<file path="src/rtl/tea_pkg.sv">
// Shared constants and FSM encoding for the TEA byte-stream wrapper.
package tea_pkg;

  localparam logic [31:0] DELTA = 32'h9E37_79B9;
  localparam int BLOCK_W = 64;
  localparam int BYTES_PER_BLOCK = 8;

  typedef enum logic [1:0] {
    ST_FILL,
    ST_START,
    ST_WAIT,
    ST_DRAIN
  } state_t;

endpackage

</file>
<file path="src/rtl/tea_byte_shifter.sv">
// 64-bit register that loads a whole block or shifts a byte in at the bottom,
// with a 3-bit count of shifts since the last load.
module tea_byte_shifter
  import tea_pkg::*;
(
  input  logic               clk,
  input  logic               reset,
  input  logic               load,
  input  logic [BLOCK_W-1:0] load_data,
  input  logic               shift,
  input  logic [7:0]         shift_in,
  output logic [BLOCK_W-1:0] data,
  output logic [2:0]         count
);

  always_ff @(posedge clk) begin
    if (reset) begin
      data  <= '0;
      count <= '0;
    end else if (load) begin
      data  <= load_data;
      count <= '0;
    end else if (shift) begin
      data  <= {data[BLOCK_W-9:0], shift_in};
      count <= count + 3'd1;
    end
  end

endmodule

</file>
<file path="src/rtl/tea_cbc_stream.sv">
// Byte-stream front/back end for the TEA core: packs bytes into 64-bit blocks,
// applies CBC/ECB chaining around one core operation, and serializes the result.
//   state    | meaning
//   ST_FILL  | accepting input bytes into blk; iv_load honoured at count 0
//   ST_START | one-cycle core write with the (chained) block
//   ST_WAIT  | waiting for core out_ready, then latch result into obuf
//   ST_DRAIN | emitting obuf bytes, MSB first
module tea_cbc_stream
  import tea_pkg::*;
#(
  parameter bit CBC = 1'b1
) (
  input  logic               clk,
  input  logic               reset,
  input  logic               iv_load,
  input  logic [BLOCK_W-1:0] iv,
  input  logic               mode_in,
  input  logic [7:0]         s_data,
  input  logic               s_valid,
  output logic               s_ready,
  output logic [7:0]         m_data,
  output logic               m_valid,
  input  logic               m_ready,
  output logic [BLOCK_W-1:0] core_in,
  output logic               core_mode,
  output logic               core_write,
  input  logic [BLOCK_W-1:0] core_out,
  input  logic               core_ready
);

  localparam logic [2:0] LAST_BYTE = 3'(BYTES_PER_BLOCK - 1);

  state_t             state, state_next;
  logic [BLOCK_W-1:0] blk, obuf, obuf_next, chain, cprev;
  logic [2:0]         in_cnt, out_cnt;
  logic               mode, run;
  logic               in_fire, out_fire, core_done, iv_take;

  assign in_fire   = s_valid && run && (state == ST_FILL);
  assign out_fire  = m_ready && (state == ST_DRAIN);
  assign core_done = core_ready && (state == ST_WAIT);
  assign iv_take   = iv_load && (state == ST_FILL) && (in_cnt == 3'd0);
  assign obuf_next = (CBC && mode) ? (core_out ^ chain) : core_out;

  tea_byte_shifter u_in_shift (
    .clk       (clk),
    .reset     (reset),
    .load      (1'b0),
    .load_data ('0),
    .shift     (in_fire),
    .shift_in  (s_data),
    .data      (blk),
    .count     (in_cnt)
  );

  tea_byte_shifter u_out_shift (
    .clk       (clk),
    .reset     (reset),
    .load      (core_done),
    .load_data (obuf_next),
    .shift     (out_fire),
    .shift_in  (8'h00),
    .data      (obuf),
    .count     (out_cnt)
  );

  // Lower obuf bytes only reach m_data after shifting up to the top.
  logic unused_obuf;
  assign unused_obuf = ^obuf[BLOCK_W-9:0];

  assign m_data    = obuf[BLOCK_W-1:BLOCK_W-8];
  assign core_mode = mode;
  assign core_in   = (state != ST_START) ? '0 :
                     (CBC && !mode)      ? (blk ^ chain) : blk;

  always_ff @(posedge clk) begin
    if (reset) begin
      state <= ST_FILL;
      chain <= '0;
      cprev <= '0;
      mode  <= 1'b0;
      run   <= 1'b0;
    end else begin
      state <= state_next;
      run   <= 1'b1;
      if (iv_take) begin
        chain <= iv;
        mode  <= mode_in;
      end
      if (state == ST_START) cprev <= blk;
      // Decrypt chains on the ciphertext that went in, encrypt on what came out.
      if (core_done) chain <= mode ? cprev : core_out;
    end
  end

  always_comb begin
    state_next = state;
    s_ready    = 1'b0;
    m_valid    = 1'b0;
    core_write = 1'b0;
    case (state)
      ST_FILL: begin
        s_ready = run;
        if (in_fire && (in_cnt == LAST_BYTE)) state_next = ST_START;
      end
      ST_START: begin
        core_write = 1'b1;
        state_next = ST_WAIT;
      end
      ST_WAIT: begin
        if (core_ready) state_next = ST_DRAIN;
      end
      ST_DRAIN: begin
        m_valid = 1'b1;
        if (out_fire && (out_cnt == LAST_BYTE)) state_next = ST_FILL;
      end
      default: state_next = ST_FILL;
    endcase
  end

endmodule

</file>
<file path="config.mk">
export PLATFORM = sky130hd
export DESIGN_NAME = tea_cbc_stream
export DESIGN_NICKNAME = d
export VERILOG_FILES = /design/src/rtl/tea_pkg.sv /design/src/rtl/tea_byte_shifter.sv /design/src/rtl/tea_cbc_stream.sv
export SDC_FILE = /design/constraint.sdc
export NUM_CORES = 1
export LEC_CHECK = 0
export ABC_CLOCK_PERIOD_IN_PS = 2900
export CAP_MARGIN = 20
export CORE_MARGIN = 2
export CORE_UTILIZATION = 55
export CTS_CLUSTER_DIAMETER = 40
export DETAILED_ROUTE_END_ITERATION = 10
export PLACE_DENSITY = 0.91
export SLEW_MARGIN = 10
export SYNTH_ARGS = -nofsm -noshare
export SYNTH_HDL_FRONTEND = slang
export SYNTH_HIERARCHICAL = 1
export SYNTH_SLANG_ARGS = --single-unit
</file>
<file path="constraint.sdc">
create_clock -name clk -period 2.9 [get_ports clk]
set_input_delay 0.58 -clock clk [delete_from_list [all_inputs] [get_ports clk]]
set_output_delay 0.58 -clock clk [all_outputs]
set_load 0.02 [all_outputs]
</file>
**Word-level counts from Yosys, hierarchy flattened**

Index checks and enable logic that the tools add are counted.

- Order comparisons: 0
- Eq/ne operators: 9
- Bitwise operators: 2
- $mul: 0
- Shifts and indexed selects: 0
- Divide/modulo/power cells: 0
- Muxes and demuxes: 16
- Reduce and logical (&&, ||, !) cells: 14
- Add/sub/neg operators: 2

Operators with widths:

| kind | count |
|---|---|
| 2-to-1 mux 64 bit | 8 |
| XOR 64 bit | 2 |
| logical AND 1 bit | 8 |
| one-hot mux 2 bit (4 select lines) | 1 |
| adder 3 x 1 -> 3 bit, second input constant | 2 |
| == test 3 bit, second input constant | 2 |
| 2-to-1 mux 2 bit | 3 |
| inequality test 2 x 1 -> 1 bit, second input constant | 3 |
| == test 2 bit, second input constant | 2 |
| 2-to-1 mux 1 bit | 4 |
| nonzero test 2 bit | 2 |
| zero test 3 bit | 1 |
| AND reduction 3 bit | 1 |
| == test 2 x 1 -> 1 bit, second input constant | 1 |
| zero test 2 bit | 1 |
| inequality test 2 bit, second input constant | 1 |
| OR reduction 2 bit | 1 |

- Input port bits: 143
- Bits in read-only memories: 0
- Memory bits (writable): 0
- Memories kept: 0
- Flip-flop bits (word level): 266
- Latch bits: 0
- Output and inout port bits: 76
- Word-level logic and storage cells: 52

**Logic depth before layout (Yosys ltp)**

Gate-level depths: netlist (run 1).

- Word-level depth: 5
- Gate-level depth with buffers: 10
- Depth with buffers taken out: 6

**Cells and area by module**

The synthesis (run 1) kept the hierarchy.

Modules (own cells, without submodules):

| module | area an instance (sq um) | cells each | instances | sequential area each (sq um) |
|---|---|---|---|---|
| tea_cbc_stream | 8144.1 | 943 | 1 | 2642.5 |
| tea_byte_shifter | 3114.2 | 296 | 2 | 1341.3 |

**Worst setup path after synthesis (run 1)**

Ideal clock, no wire load.

- Kind: reg2reg
- Start: register state[0]
- End: register u_out_shift.data[43]
- Clock period less this slack: 2.180 ns
- Path slack: 0.720 ns
- Required time: 2.762 ns
- Library setup time: 0.138 ns
- Data arrival time: 2.043 ns
- Path buffers: 4
- Stages on the path, launching flop included: 11
- Path through: dfxtp_1 > inv_1 > ha_1 > nand2_1 > clkbuf_1 > clkbuf_1 > inv_1 > buf_4 > inv_2 > buf_1 > a211oi_1

- Word-level cells in the longest chain between the ends: 3
- Elaborated cells between the ends (all ways): 6
- Those cells by class: 2 x eq/ne; 1 x mux; 3 x reduce/logical

RTL lines:

| element | RTL line | RTL |
|---|---|---|
| from (decl) | tea_cbc_stream.sv:33 | `state_t state, state_next;` |
| from (signal assigned) | tea_cbc_stream.sv:84 | `state <= state_next;` |
| == test 2 bit (*) | tea_cbc_stream.sv:41 | `assign core_done = core_ready && (state == ST_WAIT);` |
| logical AND 1 bit (*) | tea_cbc_stream.sv:41 |  |
| via core_done | tea_cbc_stream.sv:37 | `logic in_fire, out_fire, core_done, iv_take;` |
| 2-to-1 mux 64 bit or nonzero test 2 bit (tied branches) | - |  |
| to (signal assigned) | tea_byte_shifter.sv:21 | `data <= load_data;` |
| to (signal assigned) | tea_byte_shifter.sv:24 | `data <= {data[BLOCK_W-9:0], shift_in};` |
| to (decl) | tea_byte_shifter.sv:12 | `output logic [BLOCK_W-1:0] data,` |

Mark *: on every way through the listed nets, which the timed path passes. The rest lies on a longest branch.
A chain may end at the register's enable or synchronous reset.

**Worst setup path in the final report (run 1)**

- Start: register state[1]
- End: output port core_in[28]

- Word-level cells in the longest chain between the ends: 2

RTL lines:

| element | RTL line | RTL |
|---|---|---|
| inequality test 2 x 1 -> 1 bit | tea_cbc_stream.sv:73 | `assign core_in = (state != ST_START) ? '0 :` |
| 2-to-1 mux 64 bit | tea_cbc_stream.sv:73 |  |
| to (decl) | tea_cbc_stream.sv:24 | `output logic [BLOCK_W-1:0] core_in,` |

Every way passes these cells.

==> results of run 1 <==
## where the power goes
part / total (mW) / switching (mW) / internal (mW)
combinational: 1.12 / 0.527 / 0.592
sequential: 3.96 / 0.178 / 3.78
clock: 4.72 / 1.88 / 2.84
total: 9.80 / 2.59 / 7.21
## routing by layer
layer  vias up  global-route usage [%]  wire (um)
met5         -                       0          0
met4         0                    13.8       1930
met3       147                    4.73       3190
met2       644                    49.9      21000
met1      6088                    40.0      18800
li1       5781                       -          -
## cells in the mapped netlist
| master | n | share of area [%] |
|---|---|---|
| dfxtp_1 | 266 | 37 |
| mux2i_1 | 260 | 18 |
| xnor2_1 | 130 | 7.9 |
| a211oi_1 | 129 | 6.7 |
| nand2b_1 | 128 | 5.6 |
| nor2b_1 | 128 | 5.6 |
| clkbuf_1 | 84 | 2.2 |
| nand2_1 | 68 | 1.8 |
| and2_1 | 66 | 2.9 |
| nor2_1 | 66 | 1.7 |
| a21oi_1 | 64 | 2.2 |
| a221oi_1 | 64 | 3.9 |
| buf_2 | 17 | 0.59 |
| buf_4 | 12 | 0.63 |
| buf_1 | 10 | 0.26 |
| buf_6 | 6 | 0.47 |
| ha_1 | 6 | 0.52 |
| inv_1 | 5 | 0.13 |
| buf_12 | 4 | 0.56 |
| nor3_1 | 4 | 0.14 |
| a211oi_2 | 2 | 0.17 |
| a21bo_1 | 2 | 0.14 |
| and3_1 | 2 | 0.087 |
| buf_8 | 2 | 0.21 |
| inv_2 | 2 | 0.052 |
| nand3b_1 | 2 | 0.10 |
| a222oi_1 | 1 | 0.070 |
| conb_1 | 1 | 0.026 |
| nand3_1 | 1 | 0.035 |
| nand4_1 | 1 | 0.044 |
| o21a_1 | 1 | 0.052 |
| or4_1 | 1 | 0.052 |
## worst max-delay path: stages (launching register included)
cell	delay, ns
dfxtp_1	0.35
inv_1	0.15
ha_4	0.22
buf_2	0.22
buf_4	0.17
clkbuf_16	0.22
and2_1	0.15
dlygate4sd2_1	0.34
## path summary, 6_finish.rpt
| kind | from | end | slack, ns | depth (start not counted) |
|---|---|---|---|---|
| worst max-delay path | state[1] | core_in[28] | -0.03 | 7 |
| worst min-delay path | cprev[55] | cprev[55] | 0.50 | 2 |
| worst max register to register | state[1] | chain[17] | 0.55 | 7 |
| worst min register to register | cprev[55] | cprev[55] | 0.50 | 2 |
## state kept, by name, summed over array words and instances, names as in the netlist
| register | flops |
|---|---|
| u_out_shift/count | 3 |
| core_mode | 1 |
| u_in_shift/data | 64 |
| run | 1 |
| u_in_shift/count | 3 |
| u_out_shift/data | 64 |
| chain | 64 |
| cprev | 64 |
| state | 2 |
## logic make-up after synthesis
logic type | after synthesis | synth area share, %
buffers and inverters | 142 | 5.09
XOR/XNOR | 130 | 7.92
flip-flops | 266 | 37.1
AO/OA/AOI/OAI | 263 | 13.3
multiplexers | 260 | 18.1
AND/OR/NAND/NOR | 467 | 18.0
adder cells (fa/ha/maj) | 6 | 0.522
other | 1 | 0.0261
## area by class of cell
class,instances,share of cell area [%]
Clock buffer,47,5.85
Clock inverter,23,1.23
Inverter,7,0.141
Multi-Input combinational cell,1203,46.5
Sequential cell,266,28.7
Tap cell,335,2.25
Timing Repair Buffer,271,15.4
## metrics by stage
| stage | instances | utilization, % | setup TNS (ns) |
|---|---|---|---|
| floorplan | 1611 | - | 0 |
| detailed placement | 2065 | 65.9 | 0 |
| global route | 2152 | 72.0 | -0.115 |
| CTS | 2143 | 71.4 | -0.0163 |
| finish | 2152 | 72.0 | -0.0801 |
| global placement | 2065 | 65.9 | 0 |
## layout by cell type, fill, tap and decap left out, drive strengths merged, types with 5 or more instances in the layout
cell type	count
and2	66
a211oi	131
nor2	66
clkinvlp	5
dlymetal6s2s	9
buf	49
a221oi	64
xnor2	130
dfxtp	266
clkinv	7
nand2b	128
dlygate4sd2	20
ha	6
conb	77
a21oi	64
nor2b	128
clkbuf	50
mux2i	260
inv	17
nand2	68
clkdlybuf4s50	187
## timing repair
action | in CTS | in global routing
resized for setup | 27 | 12
setup buffers | 6 | 7
endpoints found under the hold margin | 0 | 0
gates cloned | 2 | 2
setup endpoints to repair | 64 | 38
==> impl_metrics.ini, run 1 <==
[die]
num_rows = 59
io_pins = 219
die_h_um = 166
fp.dieW_um = 166
floorplan.initialDensity_pct = 55.6
dieArea_um2 = 27400
core_um2 = 25800

[global_route]
overflow = 0
grt_pass1_vias = 12642
grt_pass1_wl_mm = 68.3
grt_usage_pct = 30.5
grt_max_degree = 129
grt_antenna_before_repair = 0

[cells_and_area]
antenna-diode-count = 0
final_layout_size_suffix_gt1_share_pct = 7.37
seq_area_um2 = 5330
multi_input_area_um2 = 8640
final_nets = 1936
stdcell_area_um2 = 18600
fillCellCount = 1693
syn_to_final_growth_pct = 29.4

[synthesis]
seq_area_frac_synth_pct = 37.1
yosys_warnings = 6
netlist_area_um2 = 14400
ys_ff_latch = 266
netlist_instances = 1535
synthDistinctLibCells = 32
syn_avg_cell_area_um2 = 9.36

[timing]
period_share_pct = 101
period_minus_slack_ns = 2.93
slew_violations = 0
skew_ns = 0.0302
slew_headroom_pct = 55.7
tightest_slew_ns = 0.664
holdWs_ns = 0.496
max_freq_mhz = 342
setup_viol = 5
hold_violations = 0
worst_slack_ns = -0.0267

[placement]
place_ws_ns = 0.383
dpl_cell_area_um2 = 17000
numPortBuffers = 218
detailed_place_hpwl_mm = 28.2
place.gp.congestion = 0.905

[route]
drt_drc_violations_left = 0
wirelength_mm = 44.9
dr_total_vias = 12660
drt-pass1-iter-count = 5
drt-initial-drc-count = 1414
post_drt_wl_per_cell_um = 20.9
viasPerCell = 5.88
ant_nets = 0

[clock_network]
htreeDepth = 2
holdBufCountCts = 0
numCtsBuffers = 38
insertion_delay_ns = 0.53
root_buffer = clkbuf_16
clock-sinks = 266
clk_path_buf_depth = 3
cts_tree = done
cts.reportedPaths.clkPinSlew_ns = 0.06

[pwr]
power_density_nw_per_um2 = 527
p_leak_nw = 7.18
vdd_drop_max_mv = 0.384
power_mw = 9.80

[critical_path]
cp.arrival_ns = 2.35
required_ns = 2.32
cp-start-kind = flop
cp-end-kind = output pin
cp_max_fo = 20
path_class = flop to output pin

[job]
drv_cap = 0

[hold_path]
min_path_type = flop to flop

[run_status]
status = finished, violations left
violations = negative setup slack
Note: power is estimated with default switching activity, not from simulation.
==> run 2, diff against run 1 <==
--- a/config.mk
+++ b/config.mk
@@ -6,7 +6,6 @@
 export NUM_CORES = 1
 export LEC_CHECK = 0
 export ABC_CLOCK_PERIOD_IN_PS = 2900
-export CAP_MARGIN = 20
 export CORE_MARGIN = 2
 export CORE_UTILIZATION = 55
 export CTS_CLUSTER_DIAMETER = 40
==> results of run 2 <==
The final DEF is identical to that of run 1; final timing and power are the same.
